**config.mk**
```make
export PLATFORM = sky130hd
export DESIGN_NAME = ram_bus_master
export DESIGN_NICKNAME = d
export VERILOG_FILES = /design/src/rtl/ram_bus_master.sv
export SDC_FILE = /design/constraint.sdc
export NUM_CORES = 1
export LEC_CHECK = 0
export ABC_AREA = 0
export CORE_MARGIN = 3
export CORE_UTILIZATION = 36
export DETAILED_ROUTE_END_ITERATION = 12
export PLACE_DENSITY = 0.88
export SETUP_SLACK_MARGIN = 0.05
export SYNTH_ARGS = -nofsm -noshare
export SYNTH_HDL_FRONTEND = slang
export SYNTH_SLANG_ARGS = --single-unit
```
**constraint.sdc**
```tcl
create_clock -name clk -period 2.2 [get_ports clk]
set_clock_uncertainty 0.1 [all_clocks]
set_input_delay 0.33 -clock clk [delete_from_list [all_inputs] [get_ports clk]]
set_output_delay 0.33 -clock clk [all_outputs]
set_load 0.02 [all_outputs]
```
**src/rtl/ram_bus_master.sv**
```systemverilog
// Bridge from the picorv32 native memory bus to a single-port synchronous word RAM.
// Decodes the RAM window, covers the registered read latency and answers out-of-range accesses.
module ram_bus_master #(
  parameter logic [31:0] BASE_ADDR   = 32'h0000_0000,
  parameter int unsigned ADDR_BITS   = 16,
  parameter int unsigned WAIT_CYCLES = 0
) (
  input  logic                 clk,
  input  logic                 rst,
  input  logic                 mem_valid_i,
  input  logic                 mem_instr_i,
  input  logic [31:0]          mem_addr_i,
  input  logic [31:0]          mem_wdata_i,
  input  logic [3:0]           mem_wstrb_i,
  output logic                 mem_ready_o,
  output logic [31:0]          mem_rdata_o,
  output logic                 mem_err_o,
  output logic                 ram_ce_o,
  output logic [3:0]           ram_wr_o,
  output logic [ADDR_BITS-1:0] ram_addr_o,
  output logic [31:0]          ram_d_o,
  input  logic [31:0]          ram_q_i
);

  localparam int unsigned TagLsb   = ADDR_BITS + 2;
  localparam logic [3:0]  WaitInit = 4'(WAIT_CYCLES);

  typedef enum logic [2:0] {StIdle, StIssue, StWait, StResp, StDone} state_e;

  state_e state_q, state_d;
  logic [3:0] cnt_q, cnt_d;
  logic req_rd_q, req_rd_d;
  logic req_err_q, req_err_d;

  logic                 mem_ready_d, mem_err_d, ram_ce_d;
  logic [31:0]          mem_rdata_d, ram_d_d;
  logic [3:0]           ram_wr_d;
  logic [ADDR_BITS-1:0] ram_addr_d;

  logic in_range;
  assign in_range = (mem_addr_i[31:TagLsb] == BASE_ADDR[31:TagLsb]);

  // Fetch flag and byte offset carry no meaning for a word RAM.
  logic unused_inputs;
  assign unused_inputs = ^{mem_instr_i, mem_addr_i[1:0]};

  always_ff @(posedge clk) begin
    if (rst) begin
      state_q <= StIdle;
      cnt_q   <= '0;
    end else begin
      state_q <= state_d;
      cnt_q   <= cnt_d;
    end
  end

  always_comb begin
    state_d = state_q;
    cnt_d   = cnt_q;
    unique case (state_q)
      StIdle: begin
        if (mem_valid_i) state_d = in_range ? StIssue : StResp;
      end
      StIssue: begin
        if (WAIT_CYCLES > 0) begin
          state_d = StWait;
          cnt_d   = WaitInit;
        end else begin
          state_d = StResp;
        end
      end
      StWait: begin
        cnt_d = cnt_q - 4'd1;
        if (cnt_q == 4'd1) state_d = StResp;
      end
      StResp:  state_d = StDone;
      StDone:  state_d = StIdle;
      default: state_d = StIdle;
    endcase
  end

  always_comb begin
    mem_ready_d = 1'b0;
    mem_err_d   = 1'b0;
    mem_rdata_d = mem_rdata_o;
    ram_ce_d    = 1'b0;
    ram_wr_d    = 4'b0;
    ram_addr_d  = ram_addr_o;
    ram_d_d     = ram_d_o;
    req_rd_d    = req_rd_q;
    req_err_d   = req_err_q;
    unique case (state_q)
      StIdle: begin
        if (mem_valid_i) begin
          req_rd_d  = (mem_wstrb_i == 4'b0);
          req_err_d = !in_range;
          if (in_range) begin
            ram_ce_d   = 1'b1;
            ram_wr_d   = mem_wstrb_i;
            ram_addr_d = mem_addr_i[ADDR_BITS+1:2];
            ram_d_d    = mem_wdata_i;
          end
        end
      end
      StResp: begin
        mem_ready_d = 1'b1;
        mem_err_d   = req_err_q;
        mem_rdata_d = (req_rd_q && !req_err_q) ? ram_q_i : 32'h0;
      end
      default: ;
    endcase
  end

  always_ff @(posedge clk) begin
    if (rst) begin
      mem_ready_o <= 1'b0;
      mem_err_o   <= 1'b0;
      mem_rdata_o <= '0;
      ram_ce_o    <= 1'b0;
      ram_wr_o    <= '0;
      ram_addr_o  <= '0;
      ram_d_o     <= '0;
      req_rd_q    <= 1'b0;
      req_err_q   <= 1'b0;
    end else begin
      mem_ready_o <= mem_ready_d;
      mem_err_o   <= mem_err_d;
      mem_rdata_o <= mem_rdata_d;
      ram_ce_o    <= ram_ce_d;
      ram_wr_o    <= ram_wr_d;
      ram_addr_o  <= ram_addr_d;
      ram_d_o     <= ram_d_d;
      req_rd_q    <= req_rd_d;
      req_err_q   <= req_err_d;
    end
  end

endmodule
```
==> results.tsv, run 1 <==
metric	value	unit
grt_util_met3	7.07	%
rows	32	
crit_slowest_cell	or4b_4	
htree_levels	3	
status	finished clean	
dpl_worst_slack	-0.100	ns
grt_max_degree	49	
finalCritPeriodShare	86.3	%
cp.required	2.35	ns
clk_pin_slew	0.09	ns
worst_pin_slew	0.676	ns
synthArstFlopShare	0	%
finalSetupViolations	0	
power.leakage	1.97	nW
final_cell_mix	clkdlybuf4s50_1, dfxtp_1, a22o_1	
critical_path.max_stage_delay	0.58	ns
power	3.16	mW
fp.dieW	98.0	microns
grt_pass1_wl	14200	microns
worst_slack	0.301	ns
routed_wl	8760	microns
crit_fanout	43	
io_pins	191	
rsz0062_at_grt	false	
busiest_layer	met2	
synth_area	3050	sq um
synth_edf_count	0	
dp_cells	522	
hold_class	register to register	
use_met2	31.3	%
cts.sinks	96	
final_max_slew_viol_count	0	
die_h	98.0	microns
post-cts-setup-buffer-count	0	
synth-warning-count	0	
core_area	7970	sq um
mostFrequentLayoutCell	clkdlybuf4s50_1	
cts_tree	yes	
combPwrFrac	9.7	%
ir_drop	0.000263	V
start_util	38.2	%
yosys.area.top_type	dfxtp_1	
syn_nets	348	
grt.met1_usage	20.4	%
critPathBufInv	1	
yosys_register_bits	96	
p_per_area	602	nW/um^2
antenna_cells	0	
fmax	527	MHz
synth_top_area_share	63.1	%
drt_iter0_markers	45	
place.port_buffers	187	
cp.arrival	2.04	ns
cts_hold_repair.buffers	0	
seq_power_share	56.6	%
hold_violations	0	
drive_above_1_share	7.34	%
yosys-top-cells-area	dfxtp_1, a22o_1, buf_2	
critical_path_class	register to register	
gp_congestion	0.757	
layout_min_cycle_time	1.90	ns
p_int	2.40	mW
cp_top_family	simple AND/OR/NAND/NOR gates	
syn_inst	242	
dr.pass1.iters	4	
nNetsFinal	537	
die_area	9600	sq um
utilization	65.9	%
grt_pass1_vias	2915	
crit_chain	or4b_4 -> o21ba_2 -> buf_12 -> a22o_1	
syn_avg_cell_area	12.6	sq um
cts_max_path_buffers	2	
dpl.hpwl	6690	microns
end_kind	register	
clk_latency	0.35	ns
pwr-share-clk	33.7	%
grt_overflow_total	0	
ys_types	30	
antenna_found_initial	0	
fin_cells	538	
num_vias	2696	
grt_util_all_layers	18.3	%
worstSetupStartpointType	register	
area_growth	72.3	%
vias_per_cell	5.01	
cts_root_buffer	clkbuf_8	
slew_headroom	54.9	%
maxCapViolations	0	
synth_ff_type	dfxtp_1	
cts_buffers	9	
synth_seq_area_share	63.1	%
swShare	24.0	%
power.switching	0.759	mW
wl_per_cell	16.3	microns
drtAntennaViolNets	0	
drcViolationCount	0	
## layer usage
metal,vias to the layer above,wire length (microns)
met5,-,0
met2,136,4270
met3,14,854
met1,1252,3480
li1,1294,-
met4,0,155
## worst reg2reg max path, cell delays in order (launching register included)
cell and delay, ns:
dfxtp_1 0.42, or4b_4 0.58, o21ba_2 0.25, buf_12 0.18, a22o_1 0.27
## worst paths after layout
check	startpoint	end	slack (ns)	cells past startpoint
worst min-delay path	req_rd_q	req_rd_q	0.36	2
worst min register to register	req_rd_q	req_rd_q	0.36	2
worst max-delay path	state_q[1]	ram_d_o[16]	0.30	4
worst max register to register	state_q[1]	ram_d_o[16]	0.30	4
## stage by stage
step | TNS [ns] | instance area [sq um] | hold slack (ns)
after floorplan | 0 | 3050 | 0.328
after global placement | -4.13 | 5060 | 0.339
after detailed placement | -4.06 | 5060 | 0.347
after CTS | 0 | 5240 | 0.360
after global routing | 0 | 5250 | 0.385
final | 0 | 5250 | 0.358
## kinds of logic after synthesis
kind of cell	share of synthesized area, %
xor gates and xnor gates	0.863
buffers and inverters	3.86
adders and majority gates	0.822
AOI/OAI and AO/OA	25.0
DFF	63.1
and+or+nand+nor	6.33
## flip-flops by register name, summed over array words and instances, names as in the netlist
register and cells:
ram_d_o 32, ram_addr_o 16, mem_ready_o 1, state_q 3
req_rd_q 1, mem_rdata_o 32, mem_err_o 1, req_err_q 1
cnt_q 4, ram_ce_o 1, ram_wr_o 4
## what timing repair did
| item | in CTS | in global routing |
|---|---|---|
| endpoints found under the hold margin | 0 | 0 |
| resized for setup | 0 | 1 |
| endpoints found under the setup margin | 0 | 4 |
## cell type report
type	count	area, sq um
tap	102	128
multi-input combinational	123	1030
clock buffer	10	128
inverter	3	11.3
clock inverter	6	52.6
sequential	96	1920
fill	589	2720
timing repair buffer	198	1980
## cells in the mapped netlist, drive strengths merged (3+ instances only)
master	count
buf	11
a22o	80
and2	5
nand2	4
dfxtp	96
nor3	4
nor4	4
clkbuf	9
nor2	5
inv	3
## power by group through the flow
stage,Clock (mW),Combinational [mW],Sequential [mW]
final,1.06,0.307,1.79
after floorplan,0,0.102,1.81
after CTS,1.09,0.307,1.79
after global routing,1.15,0.336,1.79
after detailed placement,0,0.305,1.83
after global placement,0,0.298,1.82
Power figures use the tool's default switching activity.
==> run 2, diff against run 1 <==
- clock period: 2.2 -> 1.8 ns (I/O delays scaled with it)
==> run 2 against run 1 <==
  * Sequential power grew 21%
  * Setup slack lost 0.33 ns
  * Power grew 27%
  * Register-to-register slack lost 0.33 ns
  * Sequential cell count is the same
  * Largest cell class unchanged
  * First-iteration DRC count grew 22%
  * Design area grew 5.0%
  * Die area is the same
  * Sequential share of layout area shrank 1.7 points
  * Count of clock-buffer cells in the layout is the same
  * The flow now finishes with violations (setup timing)
  * Global-route usage shrank 0.32 points
==> results.tsv, run 2 (synthesis results as in run 1) <==
metric	value	unit
status	complete, but fails checks	
violations	setup timing	
p_per_area	727	nW/um^2
multiInputGateArea	1070	sq um
grt_max_degree	50	
final_max_slew_viol_count	0	
area_growth	81.0	%
fp.dieW	98.0	microns
clk_latency	0.34	ns
worst_slack	-0.0252	ns
num_vias	2743	
pwr-share-clk	35.0	%
cpMostUsedCell	buf_6	
drtAntennaViolNets	0	
crit_fanout	7	
whs_path_depth	2	
htree_levels	3	
antenna_cells	0	
end_kind	register	
finalCritPeriodShare	101	%
cts_tree	yes	
seq_power_share	54.2	%
cp_top_family	simple AND/OR/NAND/NOR gates	
crit_cells	6	
grt_pass1_wl	14100	microns
drcViolationCount	0	
power.leakage	2.20	nW
crit_slowest_cell	or4b_4	
worst_pin_slew	0.602	ns
core_area	7970	sq um
die_area	9600	sq um
maxCapViolations	0	
hold_violations	0	
dp_cells	524	
rsz0062_at_grt	true	
biggestRegsByFlops	mem_rdata_o: 32 flops, ram_d_o: 32 flops, ram_addr_o: 16 flops	
worstSetupStartpointType	register	
grt_pass1_vias	2778	
cp.arrival	2.01	ns
power	4.01	mW
fin_cells	548	
critical_path_class	register to register	
dpl_worst_slack	-0.367	ns
start_util	38.2	%
critical_path.max_stage_delay	0.55	ns
finalSetupViolations	34	
p_int	3.12	mW
critPathBufInv	3	
wl_per_cell	17.1	microns
gp_congestion	0.787	
grt_overflow_total	0	
r2r_cells	6	
nFillCells	594	
grt_util_all_layers	18.0	%
clk_pin_slew	0.09	ns
crit_chain	or4b_4 -> buf_6 -> nor3_4 -> buf_6 -> clkbuf_16 -> a22o_1	
timing.hold.ws	0.357	ns
cts.sinks	96	
fmax	548	MHz
ir_drop	0.000497	V
cts_root_buffer	clkbuf_8	
utilization	69.2	%
rows	32	
nNetsFinal	547	
mostFrequentLayoutCell	clkdlybuf4s50_1	
layout_min_cycle_time	1.83	ns
place.port_buffers	187	
drt_iter0_markers	55	
antenna_found_initial	0	
slew_headroom	59.9	%
cp.required	1.98	ns
swShare	22.2	%
die_h	98.0	microns
power.switching	0.891	mW
final_cell_mix	clkdlybuf4s50_1, dfxtp_1, a22o_1	
seqCellArea	1920	sq um
routed_wl	9360	microns
post-route-cell-area	5510	sq um
dpl.hpwl	6550	microns
vias_per_cell	5.01	
combPwrFrac	10.8	%
dpl_cell_area	5090	sq um
cts_max_path_buffers	2	
io_pins	191	
dr.pass1.iters	4	
fin_setup_tns	-0.337	ns
hold_class	register to register	
drive_above_1_share	11.4	%
cts_buffers	9	
run 2: cell count changes in the layout (fill, tap and decap cells not counted), moves of 3 or more:
| cell | delta |
|---|---|
| clkdlybuf4s50_1 | -7 |
| dlymetal6s2s_1 | +7 |
| buf_6 | +5 |
| and2_1 | -3 |
| and2_4 | +3 |
| clkbuf_16 | +3 |
run 2: timing repair:
item / in CTS / in global routing
setup endpoints to repair: 53 / 60
setup buffers: 0 / 2
hold buffers: 0 / 0
pin swaps: 0 / 4
resized for setup: 3 / 22
cloned: 0 / 6
run 2: power by group through the flow:
stage | logic (mW) | registers (mW) | clock network (mW)
2_1_floorplan | 0.133 | 2.22 | 0
3_3_place_gp | 0.390 | 2.22 | 0
3_5_place_dp | 0.404 | 2.22 | 0
4_1_cts | 0.411 | 2.17 | 1.45
5_1_grt | 0.466 | 2.18 | 1.54
6_report | 0.432 | 2.17 | 1.40
run 2: area by class of cell:
| cell class | instances | share of cell area, % |
|---|---|---|
| timing repair buffer | 208 | 39.3 |
| inverter | 3 | 0.204 |
| clock buffer | 10 | 2.50 |
| tap | 102 | 2.32 |
| sequential | 96 | 34.9 |
| multi-input combinational | 123 | 19.5 |
| clock inverter | 6 | 1.25 |
run 2: tightest hold or removal path, cell delays in order, from the launching register on:
cell and delay (ns):
dfxtp_1 0.31, nand2_1 0.05, a21oi_1 0.05
run 2: path summary, 6_finish.rpt:
check | start | endpoint | slack [ns]
setup / recovery | state_q[0] | ram_d_o[5] | -0.03
hold / removal | req_rd_q | req_rd_q | 0.36
setup reg to reg | state_q[0] | ram_d_o[5] | -0.03
hold reg to reg | req_rd_q | req_rd_q | 0.36
run 2: metal layers:
layer  GRT usage [%]  up-vias  wire length (microns)
met5               0        -                      0
met4            5.22        0                    138
met3            5.86       12                    798
met2            32.2      131                   4830
met1            20.4     1286                   3600
li1                -     1314                      -
